`src/rtl/addsub_serial_if.sv`:
```
// Handshake and operand/result bundle for the bit-serial add/sub.
// z_o/n_o exist only when ADDSUB_SERIAL_FLAGS_EN is defined.
interface addsub_serial_if #(
  parameter int WIDTH = 8
);
  logic             start_i;
  logic             inv_i;
  logic [WIDTH-1:0] a_i;
  logic [WIDTH-1:0] b_i;
  logic             busy_o;
  logic             done_o;
  logic [WIDTH-1:0] s_o;
  logic             c_o;
  logic             v_o;
`ifdef ADDSUB_SERIAL_FLAGS_EN
  logic             z_o;
  logic             n_o;
`endif

  modport master (
    output start_i, inv_i, a_i, b_i,
    input  busy_o, done_o, s_o, c_o, v_o
`ifdef ADDSUB_SERIAL_FLAGS_EN
    , input z_o, n_o
`endif
  );

  modport slave (
    input  start_i, inv_i, a_i, b_i,
    output busy_o, done_o, s_o, c_o, v_o
`ifdef ADDSUB_SERIAL_FLAGS_EN
    , output z_o, n_o
`endif
  );
endinterface

```
`src/rtl/addsub_serial.sv`:
```
// Bit-serial two's-complement adder/subtractor, LSB-first, one bit per clock.
// Define ADDSUB_SERIAL_FLAGS_EN to add zero (z_o) and negative (n_o) result flags.
//
// state | meaning
// IDLE  | waiting for start_i
// SHIFT | one full-adder bit per clock, WIDTH clocks
// DONE  | result valid for one cycle; start_i here restarts immediately
module addsub_serial #(
  parameter int WIDTH = 8
) (
  input logic           clk_i,
  input logic           rst_i,
  addsub_serial_if.slave bus
);
  localparam int CW = $clog2(WIDTH);
  localparam logic [CW-1:0] LAST = CW'(WIDTH - 1);

  typedef enum logic [1:0] {IDLE, SHIFT, DONE} state_e;

  state_e           state_q, state_d;
  logic [WIDTH-1:0] a_q, a_d;
  logic [WIDTH-1:0] b_q, b_d;
  logic [WIDTH-2:0] acc_q, acc_d;
  logic             op_q, op_d;
  logic             carry_q, carry_d;
  logic [CW-1:0]    cnt_q, cnt_d;
  logic [WIDTH-1:0] s_q, s_d;
  logic             c_q, c_d;
  logic             v_q, v_d;
`ifdef ADDSUB_SERIAL_FLAGS_EN
  logic             zacc_q, zacc_d;
  logic             z_q, z_d;
  logic             n_q, n_d;
`endif

  logic             x_bit;
  logic             sum_bit;
  logic             cout;
  logic [WIDTH-1:0] shifted;

  assign x_bit   = b_q[0] ^ op_q;
  assign sum_bit = a_q[0] ^ x_bit ^ carry_q;
  assign cout    = (a_q[0] & x_bit) | (a_q[0] & carry_q) | (x_bit & carry_q);
  assign shifted = {sum_bit, acc_q};

  always_comb begin
    state_d = state_q;
    a_d     = a_q;
    b_d     = b_q;
    acc_d   = acc_q;
    op_d    = op_q;
    carry_d = carry_q;
    cnt_d   = cnt_q;
    s_d     = s_q;
    c_d     = c_q;
    v_d     = v_q;
`ifdef ADDSUB_SERIAL_FLAGS_EN
    zacc_d  = zacc_q;
    z_d     = z_q;
    n_d     = n_q;
`endif
    case (state_q)
      IDLE, DONE: begin
        state_d = IDLE;
        if (bus.start_i) begin
          a_d     = bus.a_i;
          b_d     = bus.b_i;
          op_d    = bus.inv_i;
          carry_d = bus.inv_i;
          cnt_d   = '0;
          acc_d   = '0;
`ifdef ADDSUB_SERIAL_FLAGS_EN
          zacc_d  = 1'b0;
`endif
          state_d = SHIFT;
        end
      end
      SHIFT: begin
        a_d     = a_q >> 1;
        b_d     = b_q >> 1;
        carry_d = cout;
        acc_d   = shifted[WIDTH-1:1];
        cnt_d   = cnt_q + CW'(1);
`ifdef ADDSUB_SERIAL_FLAGS_EN
        zacc_d  = zacc_q | sum_bit;
`endif
        if (cnt_q == LAST) begin
          // carry_q here is the carry into the MSB, so overflow needs no extra latch
          s_d     = shifted;
          c_d     = cout;
          v_d     = carry_q ^ cout;
`ifdef ADDSUB_SERIAL_FLAGS_EN
          z_d     = ~(zacc_q | sum_bit);
          n_d     = sum_bit;
`endif
          state_d = DONE;
        end
      end
      default: state_d = IDLE;
    endcase
  end

  always_ff @(posedge clk_i) begin
    if (rst_i) begin
      state_q <= IDLE;
      a_q     <= '0;
      b_q     <= '0;
      acc_q   <= '0;
      op_q    <= 1'b0;
      carry_q <= 1'b0;
      cnt_q   <= '0;
      s_q     <= '0;
      c_q     <= 1'b0;
      v_q     <= 1'b0;
`ifdef ADDSUB_SERIAL_FLAGS_EN
      zacc_q  <= 1'b0;
      z_q     <= 1'b0;
      n_q     <= 1'b0;
`endif
    end else begin
      state_q <= state_d;
      a_q     <= a_d;
      b_q     <= b_d;
      acc_q   <= acc_d;
      op_q    <= op_d;
      carry_q <= carry_d;
      cnt_q   <= cnt_d;
      s_q     <= s_d;
      c_q     <= c_d;
      v_q     <= v_d;
`ifdef ADDSUB_SERIAL_FLAGS_EN
      zacc_q  <= zacc_d;
      z_q     <= z_d;
      n_q     <= n_d;
`endif
    end
  end

  assign bus.busy_o = (state_q == SHIFT);
  assign bus.done_o = (state_q == DONE);
  assign bus.s_o    = s_q;
  assign bus.c_o    = c_q;
  assign bus.v_o    = v_q;
`ifdef ADDSUB_SERIAL_FLAGS_EN
  assign bus.z_o    = z_q;
  assign bus.n_o    = n_q;
`endif
endmodule

```
`src/flat_wrapper.sv`:
```
// flat-port wrapper written by rule: the top's interface ports become plain ports
module addsub_serial_flat 
#(
  parameter int WIDTH = 8
)
  (clk_i, rst_i, bus_start_i, bus_inv_i, bus_a_i, bus_b_i, bus_busy_o, bus_done_o, bus_s_o, bus_c_o, bus_v_o);
  addsub_serial_if #(.WIDTH(WIDTH)) bus_i ();
  input logic clk_i;
  input logic rst_i;
  input wire logic [$bits(bus_i.start_i)-1:0] bus_start_i;
  input wire logic [$bits(bus_i.inv_i)-1:0] bus_inv_i;
  input wire logic [$bits(bus_i.a_i)-1:0] bus_a_i;
  input wire logic [$bits(bus_i.b_i)-1:0] bus_b_i;
  output wire logic [$bits(bus_i.busy_o)-1:0] bus_busy_o;
  output wire logic [$bits(bus_i.done_o)-1:0] bus_done_o;
  output wire logic [$bits(bus_i.s_o)-1:0] bus_s_o;
  output wire logic [$bits(bus_i.c_o)-1:0] bus_c_o;
  output wire logic [$bits(bus_i.v_o)-1:0] bus_v_o;
  assign bus_i.start_i = bus_start_i;
  assign bus_i.inv_i = bus_inv_i;
  assign bus_i.a_i = bus_a_i;
  assign bus_i.b_i = bus_b_i;
  assign bus_busy_o = bus_i.busy_o;
  assign bus_done_o = bus_i.done_o;
  assign bus_s_o = bus_i.s_o;
  assign bus_c_o = bus_i.c_o;
  assign bus_v_o = bus_i.v_o;
  addsub_serial #(.WIDTH(WIDTH)) u_core (.clk_i(clk_i), .rst_i(rst_i), .bus(bus_i));
endmodule
```
`config.mk`:
```
export PLATFORM = sky130hd
export DESIGN_NAME = addsub_serial_flat
export DESIGN_NICKNAME = d
export VERILOG_FILES = /design/src/rtl/addsub_serial_if.sv /design/src/rtl/addsub_serial.sv /design/src/flat_wrapper.sv
export SDC_FILE = /design/constraint.sdc
export NUM_CORES = 1
export LEC_CHECK = 0
export CAP_MARGIN = 15
export CELL_PAD_IN_SITES_DETAIL_PLACEMENT = 1
export CELL_PAD_IN_SITES_GLOBAL_PLACEMENT = 1
export CORE_ASPECT_RATIO = 1.1
export CORE_MARGIN = 10
export CORE_UTILIZATION = 33
export DETAILED_ROUTE_END_ITERATION = 10
export GPL_TIMING_DRIVEN = 0
export PLACE_DENSITY = 0.85
export SKIP_LAST_GASP = 1
export SYNTH_ARGS = -nofsm -noshare
export SYNTH_HDL_FRONTEND = slang
export SYNTH_SLANG_ARGS = --single-unit
```
`constraint.sdc`:
```
create_clock -name clk_i -period 1.2 [get_ports clk_i]
set_input_delay 0.12 -clock clk_i [delete_from_list [all_inputs] [get_ports clk_i]]
set_output_delay 0.12 -clock clk_i [all_outputs]
set_load 0.1 [all_outputs]
```
Yosys cells after proc, flatten, opt, wreduce, memory -nomap -nowiden. Index checks and enable logic that the tools add are counted.

Input bits: 20. Flip-flop bits (word level): 40.

Multiplexer cells: 13. Equality and inequality tests: 5. Bitwise gates (word level): 9. $add $sub $neg: 1. Reductions and logical operators: 6.

Operators with widths (count): $pmux W8 S2 (2); $mux W8 (2); $pmux W7 S2 (1); $mux W7 (1); $pmux W3 S2 (1); $reduce_and A2 Y1 (3); $pmux W2 S2 (1); $xor A1 B1 Y1 (4); $add A3 B1 Y3 const B (1); $and A1 B1 Y1 (3); $eq A3 B3 Y1 const B (1); $mux W3 (1); $eq A2 B1 Y1 const B (1); $eq A2 B2 Y1 const B (1); $logic_not A2 Y1 (1); $mux W1 (2); $mux W2 (1); $ne A2 B1 Y1 const B (1); $ne A2 B2 Y1 const B (1); $or A1 B1 Y1 (2); $pmux W1 S2 (1); $reduce_bool A2 Y1 (1); $reduce_or A2 Y1 (1).

Depth between registers and ports, before layout.
Word-level depth: 5. Depth in mapped cells: 6.

Worst setup path after synthesis. OpenSTA, ideal clock, no wires.

Kind: register to output. Start: reg u_core.state_q[1]. End: out bus_done_o. Setup slack: -0.597 ns. Cell stages (with the launch flop): 2. Data arrival time: 1.677 ns. Path through: dfxtp_1 nor2b_1.

Word-level cells in the longest chain between the ends: 1.

Ends and longest elaborated chain: from (decl) (RTL line addsub_serial.sv:20) `state_e state_q, state_d;`; from (signal assigned) (RTL line addsub_serial.sv:121) `state_q <= state_d;`; $eq A2 B2 Y1 (RTL line addsub_serial.sv:140) `assign bus.done_o = (state_q == DONE);`; to (decl) (RTL line flat_wrapper.sv:15) `output wire logic [$bits(bus_i.done_o)-1:0] bus_done_o;`.

Every way passes these cells.

Worst setup path in the final report.
Start: reg u_core.op_q. End: reg u_core.acc_q[6].

Word-level cells in the longest chain between the ends: 4.

Ends and longest elaborated chain: from (decl) (RTL line addsub_serial.sv:24) `logic op_q, op_d;`; from (signal assigned) (RTL line addsub_serial.sv:125) `op_q <= op_d;`; $xor A1 B1 Y1 (RTL line addsub_serial.sv:41) `assign x_bit = b_q[0] ^ op_q;`; $xor A1 B1 Y1 (2 in a row) (RTL line addsub_serial.sv:42) `assign sum_bit = a_q[0] ^ x_bit ^ carry_q;`; $pmux W7 S2 (RTL line addsub_serial.sv:62) `case (state_q)`; to (signal assigned) (RTL line addsub_serial.sv:108) `acc_q <= '0;`; to (signal assigned) (RTL line addsub_serial.sv:124) `acc_q <= acc_d;`; to (decl) (RTL line addsub_serial.sv:23) `logic [WIDTH-2:0] acc_q, acc_d;`.

Every way passes these cells. A chain may end at the register's enable or synchronous reset.

==> results.cfg <==
[outcome]
status = finished, violations left
violations = negative setup slack

[floorplan]
dieArea_sq_mm = 0.00815
fp.dieH_um = 93.7
start_util_pct = 34.5
num_rows = 26
core_area_sq_mm = 0.00472
die_w_um = 87.0
ioPinCount = 32

[power]
p_leak_uw = 0.000992
pwr-share-comb_pct = 19.7
p_clk_share_pct = 34.5
swShare_pct = 26.3
peakVddDrop_mv = 0.585
p_sw_uw = 829
p_int_uw = 2330
seqPwrFrac_pct = 45.8
power_density_mw_per_mm2 = 1220

[placed_design]
dp_hpwl_um = 3210
io_buffers = 30
gp_congestion = 0.730
pre_cts_slack_ns = -1.03
placed_cells = 285

[finish]
n_antenna_cell = 0
multiInputGateArea_sq_um = 952
final_cells = 307
ff_latch_area_sq_um = 830
area_growth_pct = 58.4
fill_cells = 547
layout-drive-gt1-share_pct = 43.0
final_nets = 273

[detailed_routing]
route.met3.wl_um = 284
routedWlPerCell_um = 17.8
first_iter_violations = 43
drc_errors = 0
met2_length_um = 2770
first_pass_iters = 4
wl_met1_um = 2270
postRouteWirelength_um = 5460
vias_per_cell = 5.20
num_vias = 1596
top_layer = met4
ant_nets = 0

[timing]
setup_viol = 17
fin_skew_ns = 0.00733
slew_violations = 0
fmax_mhz = 756
timing_worst_slew_pin_value_ns = 0.749
finalCriticalPeriod_ns = 1.32
slew-limit-headroom_pct = 50.1
rsz0062_at_grt = yes
fin_ws_ns = -0.123
period_share_pct = 110
finalHoldViolations = 0
holdWs_ns = 0.235

[min_path]
hp-class = input pin to register
timing.hold.worst_path_depth = 2

[yosys]
synth_fp_nets = 222
ys_seq_area_share_pct = 49.2
ys_ff_latch = 40
ys_types = 21
ys.flop_type = dfxtp_1
ys_warn_count = 0
synth_edf_count = 0
synth_cells = 199
postSynth.asyncResetShare_pct = 0
synth.avg_cell_area_sq_um = 8.19
syn_area_sq_mm = 0.00163

[worst_setup_path]
critPathCaptureType = register
rr_worst_depth = 4
crit_chain = xnor2_2 -> fa_2 -> nand2b_4 -> a21oi_2
startpoint_type = register
cp_max_fo = 2
crit_buf_inv = 0
arrival_ns = 1.50
max_stage_delay_ns = 0.56
cpMaxStageDelayCell = fa_2
required_ns = 1.37
cp_top_family = adder cells
criticalPathCategory = register to register
crit_cells = 4

[clocking]
clk-insertion-delay-late_ns = 0.29
cts_buffers = 5
root_buffer = clkbuf_8
clockBufferDepth = 2
cts_hold_buf = 0
cts_tree = yes
cts.reportedPaths.clkPinSlew_ns = 0.08
clock_sinks = 40
h-tree-depth = 2

[run]
cap_viol_max_count = 0

[global_routing]
grt_pass1_vias = 1794
grt_max_degree = 13
grt_pass1_wl_um = 8370
overflow = 0
antenna_found_initial = 0
track_usage_pct = 12.8
-- routing by layer --
metal / vias to the layer above / GRT usage (%)
met5: - / 0
met4: 0 / 4.32
met3: 12 / 4.43
met2: 42 / 22.3
met1: 768 / 14.1
li1: 774 / -
-- Yosys cell counts (all sizes together) (2+ instances only) --
cell type   n  share of area [%]
nor2       18                4.1
nand2b      4                1.5
clkbuf      4               0.92
xnor2       2                1.1
inv         3               0.69
nand2      56                 13
nand3      13                4.0
dfxtp      40                 49
a21oi      22                6.8
buf        12                4.8
nor2b       2               0.77
ha          2                1.5
a211oi      2               0.92
a311oi     14                7.5
-- stage by stage --
step	area (sq um)	total power (uW)	TNS, ns	utilization, %
finish	2580	3160	-1.33	54.7
global route	2580	3290	-2.15	54.7
CTS	2420	3090	-1.33	51.3
detailed placement	2070	1870	-10.54	43.9
global placement	2070	1850	-8.95	43.9
floorplan	1700	1720	-0.0479	-
-- final timing paths --
path         slack (ns)                      startpoint                        endpoint
min                0.23                           rst_i  u_core.state_q[0]$_SDFFE_PP0P_
min reg2reg        0.45  u_core.bus.s_o[3]$_SDFFE_PP0P_  u_core.bus.s_o[3]$_SDFFE_PP0P_
max               -0.12        u_core.op_q$_SDFFE_PP0P_    u_core.acc_q[6]$_SDFFE_PP0P_
max reg2reg       -0.12        u_core.op_q$_SDFFE_PP0P_    u_core.acc_q[6]$_SDFFE_PP0P_
-- cell usage in the layout (no fill, tap or decap), types with 2 or more instances in the layout --
cell              n
a311oi_1          5
nand2_1          44
nor2_1           16
buf_8             4
xnor2_2           2
a21oi_2           9
buf_2             6
buf_12            3
nand3_1          12
dfxtp_4           3
nor2_2            2
nand2b_4          3
clkbuf_4          4
nand2_4           3
clkbuf_1          5
buf_4             9
dfxtp_1          23
a21oi_1          13
a311oi_2          9
dfxtp_2          14
clkbuf_8          5
inv_1             2
a211oi_2          2
ha_4              2
clkdlybuf4s50_1  18
nand2_2           9
buf_6            10
-- registers in the layout, indices dropped and copies added (netlist names) --
name	flops
u_core.state_q	2
u_core.bus.c_o	1
u_core.op_q	1
u_core.cnt_q	3
u_core.carry_q	1
u_core.a_q	8
u_core.b_q	8
u_core.bus.s_o	8
u_core.acc_q	7
u_core.bus.v_o	1
-- cell type report --
cell class,instances,share of cell area (%)
tap,56,2.71
sequential,40,32.1
timing repair buffer,46,18.3
multi-input combinational,140,36.9
clock buffer,6,2.81
buffer,14,5.24
clock inverter,2,1.36
inverter,3,0.533
-- power groups by stage --
| stage | sequential [uW] | combinational, uW | clock (uW) |
|---|---|---|---|
| floorplan | 1460 | 267 | 0 |
| global placement | 1460 | 391 | 0 |
| detailed placement | 1470 | 403 | 0 |
| CTS | 1440 | 533 | 1120 |
| global route | 1450 | 665 | 1170 |
| finish | 1450 | 621 | 1090 |
-- cells by family after synthesis --
family / synth area share (%)
adder cells (fa/ha/maj): 2.76
AO/OA/AOI/OAI: 16.2
buffers and inverters: 6.45
flip-flops: 49.2
XOR/XNOR: 1.08
AND/OR/NAND/NOR: 24.3
-- what timing repair did --
item,in CTS,in global routing
gates resized for setup,108,40
setup endpoints to repair,52,44
buffers inserted,12,1
pin swaps,10,19
cloned,2,1
Note: power is estimated with default switching activity, not from simulation.
